## src/rtl/starboy_pkg.sv

```systemverilog
// Shared types for the starboy game blocks: move_gen FSM states, move commands and cell colours.
// Also holds the fixed move-priority picker.
package starboy_pkg;

  localparam int unsigned NumMoves = 5;

  typedef enum logic [1:0] {
    StIdle  = 2'd0,
    StWait  = 2'd1,
    StIssue = 2'd2
  } state_t;

  typedef enum logic [2:0] {
    MoveRight = 3'd0,
    MoveLeft  = 3'd1,
    MoveRor   = 3'd2,
    MoveRol   = 3'd3,
    MoveDown  = 3'd4
  } move_t;

  typedef enum logic [2:0] {
    ColorBlack  = 3'd0,
    ColorCyan   = 3'd1,
    ColorYellow = 3'd2,
    ColorPurple = 3'd3,
    ColorGreen  = 3'd4,
    ColorRed    = 3'd5,
    ColorBlue   = 3'd6,
    ColorOrange = 3'd7
  } color_t;

  // Fixed priority DOWN > ROR > ROL > RIGHT > LEFT.
  function automatic move_t pick_move(input logic [NumMoves-1:0] pend);
    if (pend[MoveDown])       return MoveDown;
    else if (pend[MoveRor])   return MoveRor;
    else if (pend[MoveRol])   return MoveRol;
    else if (pend[MoveRight]) return MoveRight;
    else                      return MoveLeft;
  endfunction

endpackage

```

## src/rtl/btn_debounce.sv

```systemverilog
// Single-bit debouncer: level follows raw only after raw has differed from it for
// DEBOUNCE_CYCLES consecutive cycles.
module btn_debounce #(
  parameter int unsigned DEBOUNCE_CYCLES = 4
) (
  input  logic clk,
  input  logic rst,
  input  logic raw,
  output logic level
);

  localparam int unsigned CntW = $clog2(DEBOUNCE_CYCLES) + 1;

  logic [CntW-1:0] cnt_q, cnt_d;
  logic            level_q, level_d;

  always_comb begin
    cnt_d   = '0;
    level_d = level_q;
    if (raw != level_q) begin
      if (cnt_q == CntW'(DEBOUNCE_CYCLES - 1)) begin
        level_d = raw;
      end else begin
        cnt_d = cnt_q + CntW'(1);
      end
    end
  end

  always_ff @(posedge clk or posedge rst) begin
    if (rst) begin
      cnt_q   <= '0;
      level_q <= 1'b0;
    end else begin
      cnt_q   <= cnt_d;
      level_q <= level_d;
    end
  end

  assign level = level_q;

endmodule

```

## src/rtl/move_gen.sv

```systemverilog
// Turns debounced buttons and a gravity timer into a stream of handshaked move commands.
// Optional build macro MOVE_GEN_AUTO_REPEAT_EN adds auto-repeat on held RIGHT/LEFT/DOWN.
module move_gen
  import starboy_pkg::*;
#(
  parameter int unsigned DEBOUNCE_CYCLES = 4,
  parameter int unsigned GRAVITY_CYCLES  = 32,
  parameter int unsigned REPEAT_DELAY    = 8,
  parameter int unsigned REPEAT_RATE     = 4
) (
  input  logic       clk,
  input  logic       rst,
  input  logic [4:0] btn,
  input  logic       active,
  input  logic       move_ack,
  output logic [2:0] move,
  output logic       move_valid,
  output logic       gravity_tick
);

  localparam int unsigned GravW = $clog2(GRAVITY_CYCLES) + 1;

  if (DEBOUNCE_CYCLES == 0 || GRAVITY_CYCLES == 0 || REPEAT_DELAY == 0 || REPEAT_RATE == 0)
  begin : g_param_check
    $error("move_gen: all cycle parameters must be non-zero");
  end

  logic [4:0] level, level_prev_q, press;

  for (genvar i = 0; i < NumMoves; i++) begin : g_deb
    btn_debounce #(
      .DEBOUNCE_CYCLES(DEBOUNCE_CYCLES)
    ) u_deb (
      .clk  (clk),
      .rst  (rst),
      .raw  (btn[i]),
      .level(level[i])
    );
  end

`ifdef MOVE_GEN_AUTO_REPEAT_EN
  localparam int unsigned RepMax     = (REPEAT_DELAY > REPEAT_RATE) ? REPEAT_DELAY : REPEAT_RATE;
  localparam int unsigned RepW       = $clog2(RepMax) + 1;
  localparam logic [4:0]  RepeatMask = 5'b10011;

  logic [4:0][RepW-1:0] rep_cnt_q, rep_cnt_d;
  logic [4:0]           rep_run_q, rep_run_d, rep_hit;

  // rep_cnt counts cycles since the last press event of a held button.
  always_comb begin
    for (int i = 0; i < NumMoves; i++) begin
      rep_hit[i]   = 1'b0;
      rep_cnt_d[i] = '0;
      rep_run_d[i] = 1'b0;
      if (RepeatMask[i] && level[i]) begin
        rep_hit[i]   = rep_cnt_q[i] == (rep_run_q[i] ? RepW'(REPEAT_RATE) : RepW'(REPEAT_DELAY));
        rep_cnt_d[i] = rep_hit[i] ? RepW'(1) : rep_cnt_q[i] + RepW'(1);
        rep_run_d[i] = rep_run_q[i] | rep_hit[i];
      end
    end
  end

  always_ff @(posedge clk or posedge rst) begin
    if (rst) begin
      rep_cnt_q <= '0;
      rep_run_q <= '0;
    end else begin
      rep_cnt_q <= rep_cnt_d;
      rep_run_q <= rep_run_d;
    end
  end

  assign press = (level & ~level_prev_q) | rep_hit;
`else
  assign press = level & ~level_prev_q;
`endif

  state_t            state_q, state_d;
  move_t             move_q, move_d;
  logic              valid_q, valid_d;
  logic [4:0]        pend_q, pend_d;
  logic [GravW-1:0]  grav_q, grav_d;
  logic              tick_q, grav_wrap, clr;

  always_comb begin
    grav_wrap = active && (grav_q == GravW'(GRAVITY_CYCLES - 1));
    grav_d    = (!active || grav_wrap) ? '0 : grav_q + GravW'(1);

    state_d = state_q;
    move_d  = move_q;
    valid_d = valid_q;
    clr     = 1'b0;
    if (!active) begin
      state_d = StIdle;
      valid_d = 1'b0;
    end else begin
      unique case (state_q)
        StIdle: state_d = StWait;
        StWait: begin
          if (|pend_q) begin
            state_d = StIssue;
            move_d  = pick_move(pend_q);
            valid_d = 1'b1;
          end
        end
        StIssue: begin
          if (move_ack) begin
            state_d = StWait;
            valid_d = 1'b0;
            clr     = 1'b1;
          end
        end
        default: state_d = StIdle;
      endcase
    end

    // Duplicate requests collapse onto the already-set bit; the acked bit clears last.
    pend_d = pend_q | ((state_q != StIdle) ? press : 5'b0);
    if (grav_wrap) pend_d[MoveDown] = 1'b1;
    if (clr)       pend_d[move_q]   = 1'b0;
    if (!active)   pend_d           = '0;
  end

  always_ff @(posedge clk or posedge rst) begin
    if (rst) begin
      state_q      <= StIdle;
      move_q       <= MoveRight;
      valid_q      <= 1'b0;
      pend_q       <= '0;
      grav_q       <= '0;
      tick_q       <= 1'b0;
      level_prev_q <= '0;
    end else begin
      state_q      <= state_d;
      move_q       <= move_d;
      valid_q      <= valid_d;
      pend_q       <= pend_d;
      grav_q       <= grav_d;
      tick_q       <= grav_wrap;
      level_prev_q <= level;
    end
  end

  assign move         = move_q;
  assign move_valid   = valid_q;
  assign gravity_tick = tick_q;

endmodule

```

## config.mk

```make
export PLATFORM = sky130hd
export DESIGN_NAME = move_gen
export DESIGN_NICKNAME = d
export VERILOG_FILES = /design/src/rtl/starboy_pkg.sv /design/src/rtl/btn_debounce.sv /design/src/rtl/move_gen.sv
export SDC_FILE = /design/constraint.sdc
export NUM_CORES = 1
export LEC_CHECK = 0
export CORE_MARGIN = 2
export CORE_UTILIZATION = 50
export CTS_CLUSTER_SIZE = 8
export DETAILED_ROUTE_END_ITERATION = 8
export PLACE_DENSITY = 0.81
export SYNTH_ARGS = -nofsm -noshare
export SYNTH_HDL_FRONTEND = slang
export SYNTH_HIERARCHICAL = 1
export SYNTH_SLANG_ARGS = --single-unit
```

## constraint.sdc

```tcl
create_clock -name clk -period 3.3 [get_ports clk]
set_input_delay 0.33 -clock clk [delete_from_list [all_inputs] [get_ports clk]]
set_output_delay 0.33 -clock clk [all_outputs]
set_load 0.05 [all_outputs]
```

==> results of run 1 <==
[stage by stage]
step	instances	total power, mW	area (um2)
4_1_cts	212	1.57	2060
5_1_grt	212	1.66	2060
3_5_place_dp	204	1.33	2010
6_report	212	1.55	2060
2_1_floorplan	146	1.18	1820
3_3_place_gp	204	1.29	2010
[how the worst min path moves through the flow]
stage                       startpoint                       to  slack, ns  cells after the start
6_report                           rst  g_deb[3].u_deb/cnt_q[0]       0.34                      2
5_1_grt                            rst     g_deb[2].u_deb/level       0.37                      2
4_1_cts                            rst  g_deb[3].u_deb/cnt_q[0]       0.33                      2
3_5_place_dp   g_deb[0].u_deb/cnt_q[0]  g_deb[0].u_deb/cnt_q[0]       0.43                      1
3_3_place_gp   g_deb[0].u_deb/cnt_q[0]  g_deb[0].u_deb/cnt_q[0]       0.43                      1
2_1_floorplan                      rst  g_deb[0].u_deb/cnt_q[0]        0.1                      1
[Yosys cell counts]
master	number
inv_1	15
o21ai_4	1
ha_1	6
buf_2	1
nor2b_4	5
a21oi_1	2
or4_4	1
a211oi_1	1
o21ai_0	2
inv_2	1
nor3b_1	10
nand2_1	2
dfrtp_1	43
a22o_1	2
nand3_1	3
or2_1	2
and3b_1	1
o221a_1	1
a31oi_1	5
o21a_1	3
nor3_1	6
nand2b_1	1
a311oi_1	4
nor4b_1	1
nand4b_1	1
a2111oi_0	1
o311ai_0	1
xor2_1	2
nor2_1	9
xnor2_1	6
mux2_2	5
o41ai_1	1
and3_1	1
[state kept, by name, indices dropped and copies added (netlist names)]
register / cells
pend_q: 5
move: 3
g_deb.u_deb/cnt_q: 15
gravity_tick: 1
g_deb.u_deb/level: 5
level_prev_q: 5
move_valid: 1
grav_q: 6
state_q: 2
[layout make-up]
class | instances | area [um2]
repair buffers | 13 | 130
fillers | 286 | 1360
inverters | 16 | 60.1
clock inverters | 2 | 12.5
flip-flops and latches | 43 | 1080
well taps | 46 | 57.6
clock buffers | 6 | 41.3
multi-input cells | 86 | 682
[kinds of logic after synthesis]
family	share of synthesized area (%)
xor gates and xnor gates	3.84
adders and majority gates	4.12
muxes	3.09
and+or+nand+nor	16.1
AOI/OAI and AO/OA	10.3
DFF	59.0
buffers and inverters	3.57
[power groups by stage]
stage / clock network, mW / registers, mW / logic [mW]
4_1_cts: 0.254 / 0.818 / 0.501
3_5_place_dp: 0 / 0.830 / 0.498
6_report: 0.241 / 0.815 / 0.494
5_1_grt: 0.276 / 0.841 / 0.545
2_1_floorplan: 0 / 0.859 / 0.324
3_3_place_gp: 0 / 0.818 / 0.475
[metal layers]
layer | track usage (%) | routed length (um) | vias up
li1 | - | - | 553
met1 | 18.4 | 1240 | 575
met2 | 29.2 | 1420 | 26
met3 | 5.28 | 134 | 5
met4 | 7.18 | 53 | 0
met5 | 0 | 0 | -
==> results_tabular.tex, run 1 <==
\begin{tabular}{lr}
\hline
Metric & Value \\
\hline
\multicolumn{2}{l}{\textbf{Critical path}} \\
\quad Worst R2R Setup Slack & 1.88 ns \\
\quad Depth of the worst register-to-register path & 4 \\
\quad Worst setup EP type & output pin \\
\quad Cell family with most CP delay & buffers and inverters \\
\quad Worst-path cell chain & clkdlybuf4s50\_1 \\
\quad Highest fanout seen on the critical path & 7 \\
\quad Startpoint of the most critical register-to-register path & grav\_q[0] \\
\quad Launch point of the critical path & move[0] \\
\quad Delay of the slowest cell on the worst path & roughly 0.85 ns \\
\quad Type of the worst setup path & reg2out \\
\quad Number of buffer and inverter instances along the worst setup path & 1 \\
\quad Endpoint of the lowest-slack register-to-register path & pend\_q[4] \\
\quad Critical path depth & 1 \\
\quad Worst-path cell with the longest stage delay & clkdlybuf4s50\_1 \\
\quad Worst setup path endpoint & move[0] \\
\quad Required time at the worst-slack endpoint & 2.97 ns \\
\quad Setup crit start kind & register \\
\quad Arrival time at the worst endpoint & between 1.5 and 2 ns \\
\multicolumn{2}{l}{\textbf{Yosys}} \\
\quad Dominant cell type by area after synthesis & dfrtp\_1 \\
\quad Count of unique library cells instantiated by Yosys & 33 \\
\quad Area share of the largest cell type after synthesis & around three fifths \\
\quad Net count of the mapped netlist & 161 \\
\quad Synthesized cell area & 1820 um2 \\
\quad Fraction of the yosys area taken by sequential cells & 59.0\% \\
\quad Number of warnings issued by yosys & 6 \\
\quad Synth Instances & approximately 150 \\
\quad Ranking of synthesized cells by area & dfrtp\_1, ha\_1, nor3b\_1 \\
\quad Mean instance size in the synthesized netlist & about 12 um2 \\
\quad Register bit count reported by yosys & 43 \\
\multicolumn{2}{l}{\textbf{Cells and area}} \\
\quad Share of final-layout standard cells stronger than drive strength 1 & between 10\% and 20\% \\
\quad Area growth from synthesis to layout & 13.0\% \\
\quad Fraction of the core area covered by cells at the end of the flow & around three fifths \\
\quad Commonest cells after routing, fill and taps aside & dfrtp\_1, inv\_1, clkdlybuf4s50\_1 \\
\quad Most frequent standard cell in the layout excluding fill and tap cells & dfrtp\_1 \\
\quad Number of diodes & 0 \\
\quad Final net count & 180 \\
\multicolumn{2}{l}{\textbf{STA}} \\
\quad Setup Total Neg Slack & 0 ns \\
\quad Slew Limit Fails & 0 \\
\quad Hold slack final & between 0.3 and 0.4 ns \\
\quad Part of the cycle the worst path needs & between 60\% and 70\% \\
\quad Slew at the pin with the worst max-slew slack & 0.823 ns \\
\quad Final Hold Viols & 0 \\
\quad Maximum operating frequency & a little under 500 MHz \\
\quad Relative slew margins & a little under half \\
\quad Worst clock skew on the final layout & between 0.006 and 0.007 ns \\
\quad RSZ-0062 raised after global routing & no \\
\quad Final critical-path required period & 2.02 ns \\
\quad Worst setup slack after layout & 1.28 ns \\
\quad Setup violations, final & 0 \\
\multicolumn{2}{l}{\textbf{Power}} \\
\quad Total leakage power & between 0.9 and 1 nW \\
\quad Proportion of total power due to net switching & a little over a third \\
\quad Areal power density over the cells & approximately 750 nW/um2 \\
\quad Largest voltage drop on the vdd net & between 0.0003 and 0.0004 V \\
\quad Switching power & roughly 0.54 mW \\
\quad Logic gate share of total power & roughly a third \\
\quad Sequential power share & a little over half \\
\quad Share of total power in the clock network & between 10\% and 20\% \\
\quad Internal power contribution & 1.01 mW \\
\multicolumn{2}{l}{\textbf{Route}} \\
\quad Number of design rule violations left after detail routing & 0 \\
\quad Total via count in the routed design & around 1200 \\
\quad Post-DR wirelength/cell & around 13 um \\
\quad Starting DRT DRC Count & 51 \\
\quad DRT Pass-1 Iters & 4 \\
\quad Via density per instance & around 5.5 \\
\quad Overall routed net length & about 2900 um \\
\quad Number of nets still failing antenna checks after routing & 0 \\
\multicolumn{2}{l}{\textbf{Clock network}} \\
\quad Clock Pin Slew Worst Setup and Hold Paths & 0.12 ns \\
\quad H-Tree Level Count & 2 \\
\quad Number of sinks driven by the clock tree & 43 \\
\quad CTS tree & built \\
\quad Post-cts resize count & 0 \\
\quad CTS Root Buffer Type & clkbuf\_4 \\
\quad Num CTS Buffers & 5 \\
\quad Postcts setup bufs & 0 \\
\quad Hold-fix buffers, CTS & 0 \\
\quad Longest Clk Path Bufs & 2 \\
\quad Clock insertion delay at the later pin of the skew report & around 0.35 ns \\
\multicolumn{2}{l}{\textbf{Global route}} \\
\quad Maximum number of pins on one net before global-route repair & 24 \\
\quad Number of global-route vias before repair & about 1200 \\
\quad Initial antenna violation count & 0 \\
\quad Global routing usage summed across all routing layers & around 17\% \\
\quad Wire length of the first global-routing pass & about 5000 um \\
\quad Overall overflow remaining after global route & 0 \\
\multicolumn{2}{l}{\textbf{Floorplanning}} \\
\quad Area of the die & roughly 4100 um2 \\
\quad Initial cell density of the core & 53.4\% \\
\quad Number of ports placed on the die boundary & 14 \\
\quad Die height & 64.4 um \\
\quad Die X & around 64 um \\
\quad Rows & 21 \\
\quad Core Area & between 3000 and 4000 um2 \\
\multicolumn{2}{l}{\textbf{Placed design}} \\
\quad Placed wire-length estimate after detailed placement & $\sim$2200 um \\
\quad Port Buffers & 13 \\
\quad Worst setup slack before clock tree synthesis & between 1.5 and 2 ns \\
\quad Placer congestion estimate & approximately 0.85 \\
\multicolumn{2}{l}{\textbf{Outcome}} \\
\quad Outcome & finished clean \\
\multicolumn{2}{l}{\textbf{Job}} \\
\quad Max-cap violation count & 0 \\
\multicolumn{2}{l}{\textbf{Min path}} \\
\quad Hold Crit Class & in2async \\
\hline
\end{tabular}
Note: power is estimated with default switching activity, not from simulation.
==> inputs of run 2 (changes only) <==
- PLACE_DENSITY: 0.81 -> 0.84
- clock period: 3.3 -> 1.67 ns (I/O delays scaled with it)
==> run 2 against run 1 <==
  * Register-to-register slack worse by 1.6 ns
  * Critical path type unchanged
  * Global-route usage is 1.4 points higher
  * Worst hold slack worse by 0.20 ns
  * Core utilization is 1.5 points higher
  * Clock skew is 0.011 ns higher
  * Critical path depth stayed put
  * Clock-buffer cell count stayed put
  * Largest cell class unchanged
  * Die area stayed put
==> results_tabular.tex, run 2 (synthesis results as in run 1) <==
\begin{tabular}{lr}
\hline
Metric & Value \\
\hline
\multicolumn{2}{l}{\textbf{Outcome}} \\
\quad Outcome & finished clean \\
\multicolumn{2}{l}{\textbf{Critical path}} \\
\quad Startpoint of the most critical register-to-register path & pend\_q[3] \\
\quad Worst-path cell chain & dlygate4sd2\_1 \\
\quad Number of buffer and inverter instances along the worst setup path & 1 (unchanged) \\
\quad Highest fanout seen on the critical path & 2 (-5) \\
\quad Worst setup EP type & output pin \\
\quad Type of the worst setup path & reg2out \\
\quad Required time at the worst-slack endpoint & 1.50 ns (-1.47 ns) \\
\quad Arrival time at the worst endpoint & 1.24 ns (-0.45 ns) \\
\quad Delay of the slowest cell on the worst path & 0.53 ns (-0.32 ns) \\
\quad Setup crit start kind & register \\
\quad Cell family with most CP delay & buffers and inverters \\
\quad Launch point of the critical path & move\_valid \\
\quad Worst-path cell with the longest stage delay & dlygate4sd2\_1 \\
\multicolumn{2}{l}{\textbf{Route}} \\
\quad Number of design rule violations left after detail routing & 0 (unchanged) \\
\quad Overall routed net length & 3070 um (+7.7\%) \\
\quad Highest metal layer with signal wires & met4 \\
\quad Wire length on met3 & 111 um (-17\%) \\
\quad Number of nets still failing antenna checks after routing & 0 (unchanged) \\
\quad Met1 routed wirelength after detailed routing & 1250 um (+0.48\%) \\
\quad Starting DRT DRC Count & 43 (-16\%) \\
\quad DRT Pass-1 Iters & 4 (unchanged) \\
\quad Post-DR wirelength/cell & 14.3 um (+6.7\%) \\
\quad Routed met2 length & 1610 um (+13\%) \\
\quad Total via count in the routed design & 1136 (-2.0\%) \\
\quad Via density per instance & 5.31 (-2.9\%) \\
\multicolumn{2}{l}{\textbf{Cells and area}} \\
\quad Fraction of the core area covered by cells at the end of the flow & 61.8\% (+1.5 points) \\
\quad Most frequent standard cell in the layout excluding fill and tap cells & dfrtp\_1 \\
\quad Max reg flops & 15 (unchanged) \\
\quad Area growth from synthesis to layout & 15.9\% \\
\quad Largest regs & g\_deb.u\_deb/cnt\_q (15), grav\_q (6) \\
\quad Number of diodes & 0 (unchanged) \\
\quad Share of final-layout standard cells stronger than drive strength 1 & 14.9\% (+2.8 points) \\
\quad Fillers & 280 (-2.1\%) \\
\quad Sequential standard cell area & 1080 um2 (unchanged) \\
\quad Commonest cells after routing, fill and taps aside & dfrtp\_1, inv\_1, nor3b\_1 \\
\quad Total area of multi-input combinational cells & 682 um2 (unchanged) \\
\quad Most flops, register & g\_deb.u\_deb/cnt\_q \\
\quad Final net count & 182 (+1.1\%) \\
\multicolumn{2}{l}{\textbf{STA}} \\
\quad Part of the cycle the worst path needs & between 80\% and 90\% \\
\quad RSZ-0062 raised after global routing & no \\
\quad Slew at the pin with the worst max-slew slack & 0.491 ns (-0.331 ns) \\
\quad Setup violations, final & 0 (unchanged) \\
\quad Slew Limit Fails & 0 (unchanged) \\
\quad Final Hold Viols & 0 (unchanged) \\
\quad Relative slew margins & 67.4\% (+22 points) \\
\quad Maximum operating frequency & between 700 and 800 MHz \\
\quad Worst clock skew on the final layout & 0.0173 ns (+0.0111 ns) \\
\quad Setup Total Neg Slack & 0 ns (unchanged) \\
\quad Final critical-path required period & $\sim$1.4 ns \\
\multicolumn{2}{l}{\textbf{Floorplanning}} \\
\quad Initial cell density of the core & 53.4\% (unchanged) \\
\quad Area of the die & 4140 um2 (unchanged) \\
\quad Rows & 21 (unchanged) \\
\quad Die X & 64.4 um (unchanged) \\
\quad Core Area & 3420 um2 (unchanged) \\
\quad Die height & 64.4 um (unchanged) \\
\quad Number of ports placed on the die boundary & 14 (unchanged) \\
\multicolumn{2}{l}{\textbf{Clock network}} \\
\quad Hold-fix buffers, CTS & 0 (unchanged) \\
\quad CTS Root Buffer Type & clkbuf\_4 \\
\quad CTS tree & built \\
\quad Longest Clk Path Bufs & 2 (unchanged) \\
\quad Post-cts resize count & 2 (+2) \\
\quad Postcts setup bufs & 0 (unchanged) \\
\quad Clock Pin Slew Worst Setup and Hold Paths & 0.13 ns (about the same) \\
\quad Num CTS Buffers & 5 (unchanged) \\
\quad Number of sinks driven by the clock tree & 43 (unchanged) \\
\quad H-Tree Level Count & 2 (unchanged) \\
\quad Clock insertion delay at the later pin of the skew report & 0.36 ns (about the same) \\
\multicolumn{2}{l}{\textbf{Global route}} \\
\quad Global routing usage summed across all routing layers & 18.0\% (+1.4 points) \\
\quad Initial antenna violation count & 0 (unchanged) \\
\quad Overall overflow remaining after global route & 0 (unchanged) \\
\quad Maximum number of pins on one net before global-route repair & 24 (unchanged) \\
\quad Number of global-route vias before repair & 1272 (+3.8\%) \\
\quad Wire length of the first global-routing pass & 5510 um (+7.1\%) \\
\multicolumn{2}{l}{\textbf{Power}} \\
\quad Total design power & 3.37 mW (+120\%) \\
\quad Areal power density over the cells & 1600 nW/um2 (+110\%) \\
\quad Total leakage power & 0.978 nW (+5.1\%) \\
\quad Largest voltage drop on the vdd net & 0.000808 V (+130\%) \\
\multicolumn{2}{l}{\textbf{Placed design}} \\
\quad Placed wire-length estimate after detailed placement & 2360 um (+6.8\%) \\
\quad Port Buffers & 13 (unchanged) \\
\quad Placer congestion estimate & 0.817 (-4.1\%) \\
\multicolumn{2}{l}{\textbf{Job}} \\
\quad Max-cap violation count & 0 (unchanged) \\
\multicolumn{2}{l}{\textbf{Min path}} \\
\quad Hold Crit Class & in2async \\
\hline
\end{tabular}
==> run 2: changes by cell type in the layout (fill, tap and decap cells not counted), sizes merged <==
cell / before / now
bufinv: 0 / 2
dlygate4sd2: 0 / 2
buf: 0 / 5
clkdlybuf4s50: 13 / 8
clkinvlp: 1 / 0
clkinv: 1 / 0
==> run 2: worst paths after layout <==
| path | endpoint | slack (ns) | cells after the start |
|---|---|---|---|
| setup / recovery | move_valid | 0.27 | 1 |
| hold / removal | g_deb[1].u_deb/level | 0.13 | 2 |
| setup reg to reg | state_q[1] | 0.28 | 3 |
| hold reg to reg | g_deb[4].u_deb/cnt_q[0] | 0.46 | 1 |
| max in group asynchronous | level_prev_q[4] | 1.14 | 3 |
| min in group clk | state_q[1] | 0.45 | 2 |
==> run 2: area by class of cell <==
class / count / share of cell area (%)
tap: 46 / 2.73
clock inverter: 2 / 2.84
inverter: 16 / 2.84
timing repair buffer: 15 / 6.40
multi-input combinational: 86 / 32.3
sequential: 43 / 50.9
clock buffer: 6 / 1.95
==> run 2: stage by stage <==
stage          cell area [um2]  instances  setup slack (ns)  hold slack (ns)
2_1_floorplan             1820        146             0.378          -0.0669
3_3_place_gp              2010        206             0.259            0.427
3_5_place_dp              2010        206             0.178            0.433
4_1_cts                   2110        214             0.236            0.144
5_1_grt                   2110        214             0.193            0.176
6_report                  2110        214             0.267            0.135
==> run 2: layer usage <==
metal | vias to the layer above | global-route usage, %
li1 | 557 | -
met4 | 0 | 12.8
met3 | 13 | 4.75
met2 | 24 | 31.0
met5 | - | 0
met1 | 542 | 18.9
==> run 2: report_power, final <==
part	switching [mW]	internal, mW
sequential	0.263	1.35
combinational	0.506	0.462
clock	0.322	0.467
==> inputs of run 3 (changes only) <==
- PLACE_DENSITY: 0.84 -> 0.81
- clock period: 1.67 -> 1.3 ns (I/O delays scaled with it)
==> run 3 against run 2 <==
  * The flow now finishes with violations (negative setup slack)
  * Design area increased by 6.7%
  * Wire length increased by 8.9%
  * Final cell count grew 3.7%
  * Sequential share of layout area fell by 3.2 points
  * Core utilization rose by 4.1 points
  * Flip-flop and latch count is the same
  * Global-route usage is 0.44 points higher
  * Power is 28% higher
  * Non-clock buffer count up 8
  * Combinational power grew 56%
  * Worst setup slack worse by 0.32 ns
  * First-iteration DRC count increased by 140%
  * Critical path type is now reg2reg
  * Critical endpoint is now state_q[1]
  * Largest cell class unchanged
==> results_tabular.tex, run 3 (synthesis results as in run 1) <==
\begin{tabular}{lr}
\hline
Metric & Value \\
\hline
\multicolumn{2}{l}{\textbf{STA}} \\
\quad Final Hold Viols & 0 (unchanged) \\
\quad RSZ-0062 raised after global routing & yes \\
\quad Setup violations, final & 4 (+4) \\
\quad Relative slew margins & 76.3\% (+8.9 points) \\
\quad Slew Limit Fails & 0 (unchanged) \\
\quad Part of the cycle the worst path needs & 104\% \\
\quad Worst clock skew on the final layout & 0.00646 ns (-0.0108 ns) \\
\quad Slew at the pin with the worst max-slew slack & 0.351 ns (-0.140 ns) \\
\quad Maximum operating frequency & roughly 740 MHz \\
\quad Final critical-path required period & around 1.4 ns \\
\quad Worst setup slack after layout & -0.0531 ns (-0.320 ns) \\
\multicolumn{2}{l}{\textbf{Floorplanning}} \\
\quad Initial cell density of the core & 53.4\% (unchanged) \\
\quad Die height & 64.4 um (unchanged) \\
\quad Core Area & 3420 um2 (unchanged) \\
\quad Die X & 64.4 um (unchanged) \\
\quad Area of the die & 4140 um2 (unchanged) \\
\quad Number of ports placed on the die boundary & 14 (unchanged) \\
\quad Rows & 21 (unchanged) \\
\multicolumn{2}{l}{\textbf{Critical path}} \\
\quad Required time at the worst-slack endpoint & 1.55 ns (+0.05 ns) \\
\quad Highest fanout seen on the critical path & 4 (+2) \\
\quad Depth of the worst register-to-register path & 3 (unchanged) \\
\quad Arrival time at the worst endpoint & 1.60 ns (+0.36 ns) \\
\quad Endpoint of the lowest-slack register-to-register path & state\_q[1] \\
\quad Type of the worst setup path & reg2reg \\
\quad Worst R2R Setup Slack & -0.05 ns (-0.33 ns) \\
\quad Setup crit start kind & register \\
\quad Startpoint of the most critical register-to-register path & pend\_q[3] \\
\quad Worst setup EP type & register \\
\multicolumn{2}{l}{\textbf{Route}} \\
\quad Post-DR wirelength/cell & 15.0 um (+4.9\%) \\
\quad Number of nets still failing antenna checks after routing & 0 (unchanged) \\
\quad Total via count in the routed design & 1221 (+7.5\%) \\
\quad DRT Pass-1 Iters & 4 (unchanged) \\
\quad Starting DRT DRC Count & 105 (+140\%) \\
\quad Number of design rule violations left after detail routing & 0 (unchanged) \\
\quad Via density per instance & 5.50 (+3.6\%) \\
\quad Overall routed net length & 3340 um (+8.9\%) \\
\multicolumn{2}{l}{\textbf{Power}} \\
\quad Logic gate share of total power & 35.1\% (+6.4 points) \\
\quad Proportion of total power due to net switching & 35.0\% (+2.7 points) \\
\quad Switching power & 1.51 mW (+39\%) \\
\quad Total leakage power & 1.03 nW (+5.0\%) \\
\quad Largest voltage drop on the vdd net & 0.000961 V (+19\%) \\
\quad Areal power density over the cells & 1920 nW/um2 (+20\%) \\
\quad Internal power contribution & 2.80 mW (+23\%) \\
\quad Share of total power in the clock network & 16.2\% (-7.2 points) \\
\quad Total design power & 4.32 mW (+28\%) \\
\quad Sequential power share & 48.7\% (+0.8 points) \\
\multicolumn{2}{l}{\textbf{Cells and area}} \\
\quad Fillers & 260 (-7.1\%) \\
\quad Commonest cells after routing, fill and taps aside & dfrtp\_1, inv\_1, nor3b\_1 \\
\quad Final net count & 190 (+4.4\%) \\
\quad Largest regs & g\_deb.u\_deb/cnt\_q (15), grav\_q (6) \\
\quad Most flops, register & g\_deb.u\_deb/cnt\_q \\
\quad Final Cell Area & 2250 um2 (+6.7\%) \\
\quad Max reg flops & 15 (unchanged) \\
\quad Area growth from synthesis to layout & 23.6\% \\
\quad Number of diodes & 0 (unchanged) \\
\quad Number of standard cells in the final layout excluding fillers & 222 (+3.7\%) \\
\quad Fraction of the core area covered by cells at the end of the flow & 66.0\% (+4.1 points) \\
\quad Most frequent standard cell in the layout excluding fill and tap cells & dfrtp\_1 \\
\quad Share of final-layout standard cells stronger than drive strength 1 & 23.3\% (+8.4 points) \\
\multicolumn{2}{l}{\textbf{Clock network}} \\
\quad H-Tree Level Count & 2 (unchanged) \\
\quad Num CTS Buffers & 5 (unchanged) \\
\quad Hold-fix buffers, CTS & 0 (unchanged) \\
\quad CTS Root Buffer Type & clkbuf\_4 \\
\quad CTS tree & built \\
\quad Longest Clk Path Bufs & 2 (unchanged) \\
\quad Clock insertion delay at the later pin of the skew report & 0.36 ns (about the same) \\
\quad Number of sinks driven by the clock tree & 43 (unchanged) \\
\quad Clock Pin Slew Worst Setup and Hold Paths & 0.12 ns (about the same) \\
\multicolumn{2}{l}{\textbf{Placed design}} \\
\quad Cell Area, Placed & 2150 um2 (+6.7\%) \\
\quad Placed Cells incl. Taps & 213 (+3.4\%) \\
\quad Worst setup slack before clock tree synthesis & -0.164 ns (-0.341 ns) \\
\quad Placed wire-length estimate after detailed placement & 2450 um (+3.7\%) \\
\quad Placer congestion estimate & 0.846 (+3.5\%) \\
\quad Port Buffers & 13 (unchanged) \\
\multicolumn{2}{l}{\textbf{Outcome}} \\
\quad Outcome & finished, violations left \\
\quad Violated checks & negative setup slack \\
\multicolumn{2}{l}{\textbf{Global route}} \\
\quad Overall overflow remaining after global route & 0 (unchanged) \\
\quad Maximum number of pins on one net before global-route repair & 24 (unchanged) \\
\quad Global routing usage summed across all routing layers & 18.4\% (+0.44 points) \\
\quad Initial antenna violation count & 0 (unchanged) \\
\quad Wire length of the first global-routing pass & 5740 um (+4.1\%) \\
\quad Number of global-route vias before repair & 1305 (+2.6\%) \\
\multicolumn{2}{l}{\textbf{Min path}} \\
\quad Hold Crit Class & in2async \\
\multicolumn{2}{l}{\textbf{Job}} \\
\quad Max-cap violation count & 0 (unchanged) \\
\hline
\end{tabular}
## run 3: cell count changes in the layout (fill, tap and decap cells not counted), moves of 2 or more
cell and change:
bufinv_16 -2, buf_12 +7, dlygate4sd2_1 -2, buf_4 +3
## run 3: worst max-delay path by stage
| stage | start | endpoint | slack, ns | depth (start not counted) |
|---|---|---|---|---|
| floorplan | pend_q[3] | state_q[1] | 0.008 | 3 |
| global placement | active | move[0] | -0.1 | 4 |
| detailed placement | active | move[0] | -0.16 | 4 |
| CTS | pend_q[3] | move_valid | -0.05 | 3 |
| global route | pend_q[3] | move_valid | -0.11 | 3 |
| finish | pend_q[3] | state_q[1] | -0.05 | 3 |
## run 3: through the flow
| step | hold slack (ns) | setup TNS [ns] |
|---|---|---|
| final | 0.125 | -0.181 |
| after global routing | 0.129 | -0.472 |
| after CTS | 0.121 | -0.189 |
| after detailed placement | 0.436 | -0.589 |
| after global placement | 0.427 | -0.233 |
| after floorplan | -0.104 | 0 |
## run 3: final cells by class
| type | instances | area [um2] | area share, % |
|---|---|---|---|
| repair buffers | 23 | 280 | 12.4 |
| flip-flops and latches | 43 | 1080 | 47.8 |
| multi-input cells | 86 | 712 | 31.6 |
| clock buffers | 6 | 51.3 | 2.28 |
| clock inverters | 2 | 16.3 | 0.722 |
| well taps | 46 | 57.6 | 2.55 |
| inverters | 16 | 60.1 | 2.67 |
## run 3: what timing repair did
item,4_1_cts,5_1_grt
setup endpoints to repair,6,11
buffers inserted,0,1
resized for setup,1,7
pin swaps,1,2
hold endpoints to repair,0,0
## run 3: power groups by stage
stage          sequential [mW]  clock [mW]  combinational, mW
5_1_grt                   2.16       0.795               1.66
2_1_floorplan             2.18           0              0.823
3_3_place_gp              2.09           0               1.40
4_1_cts                   2.09       0.725               1.50
3_5_place_dp              2.12           0               1.50
6_report                  2.10       0.698               1.51
## run 3: metal layers
layer | routed length, um | vias up | GRT usage [%]
met5 | 0 | - | 0
met4 | 87 | 0 | 8.78
met3 | 133 | 11 | 4.40
met2 | 1790 | 31 | 31.5
met1 | 1330 | 609 | 21.8
li1 | - | 570 | -
## run 3: worst max-delay path, cell delays in order (launching register included)
cell	delay (ns)
dfrtp_1	0.40
or4_4	0.56
o21ai_4	0.18
o41ai_2	0.10
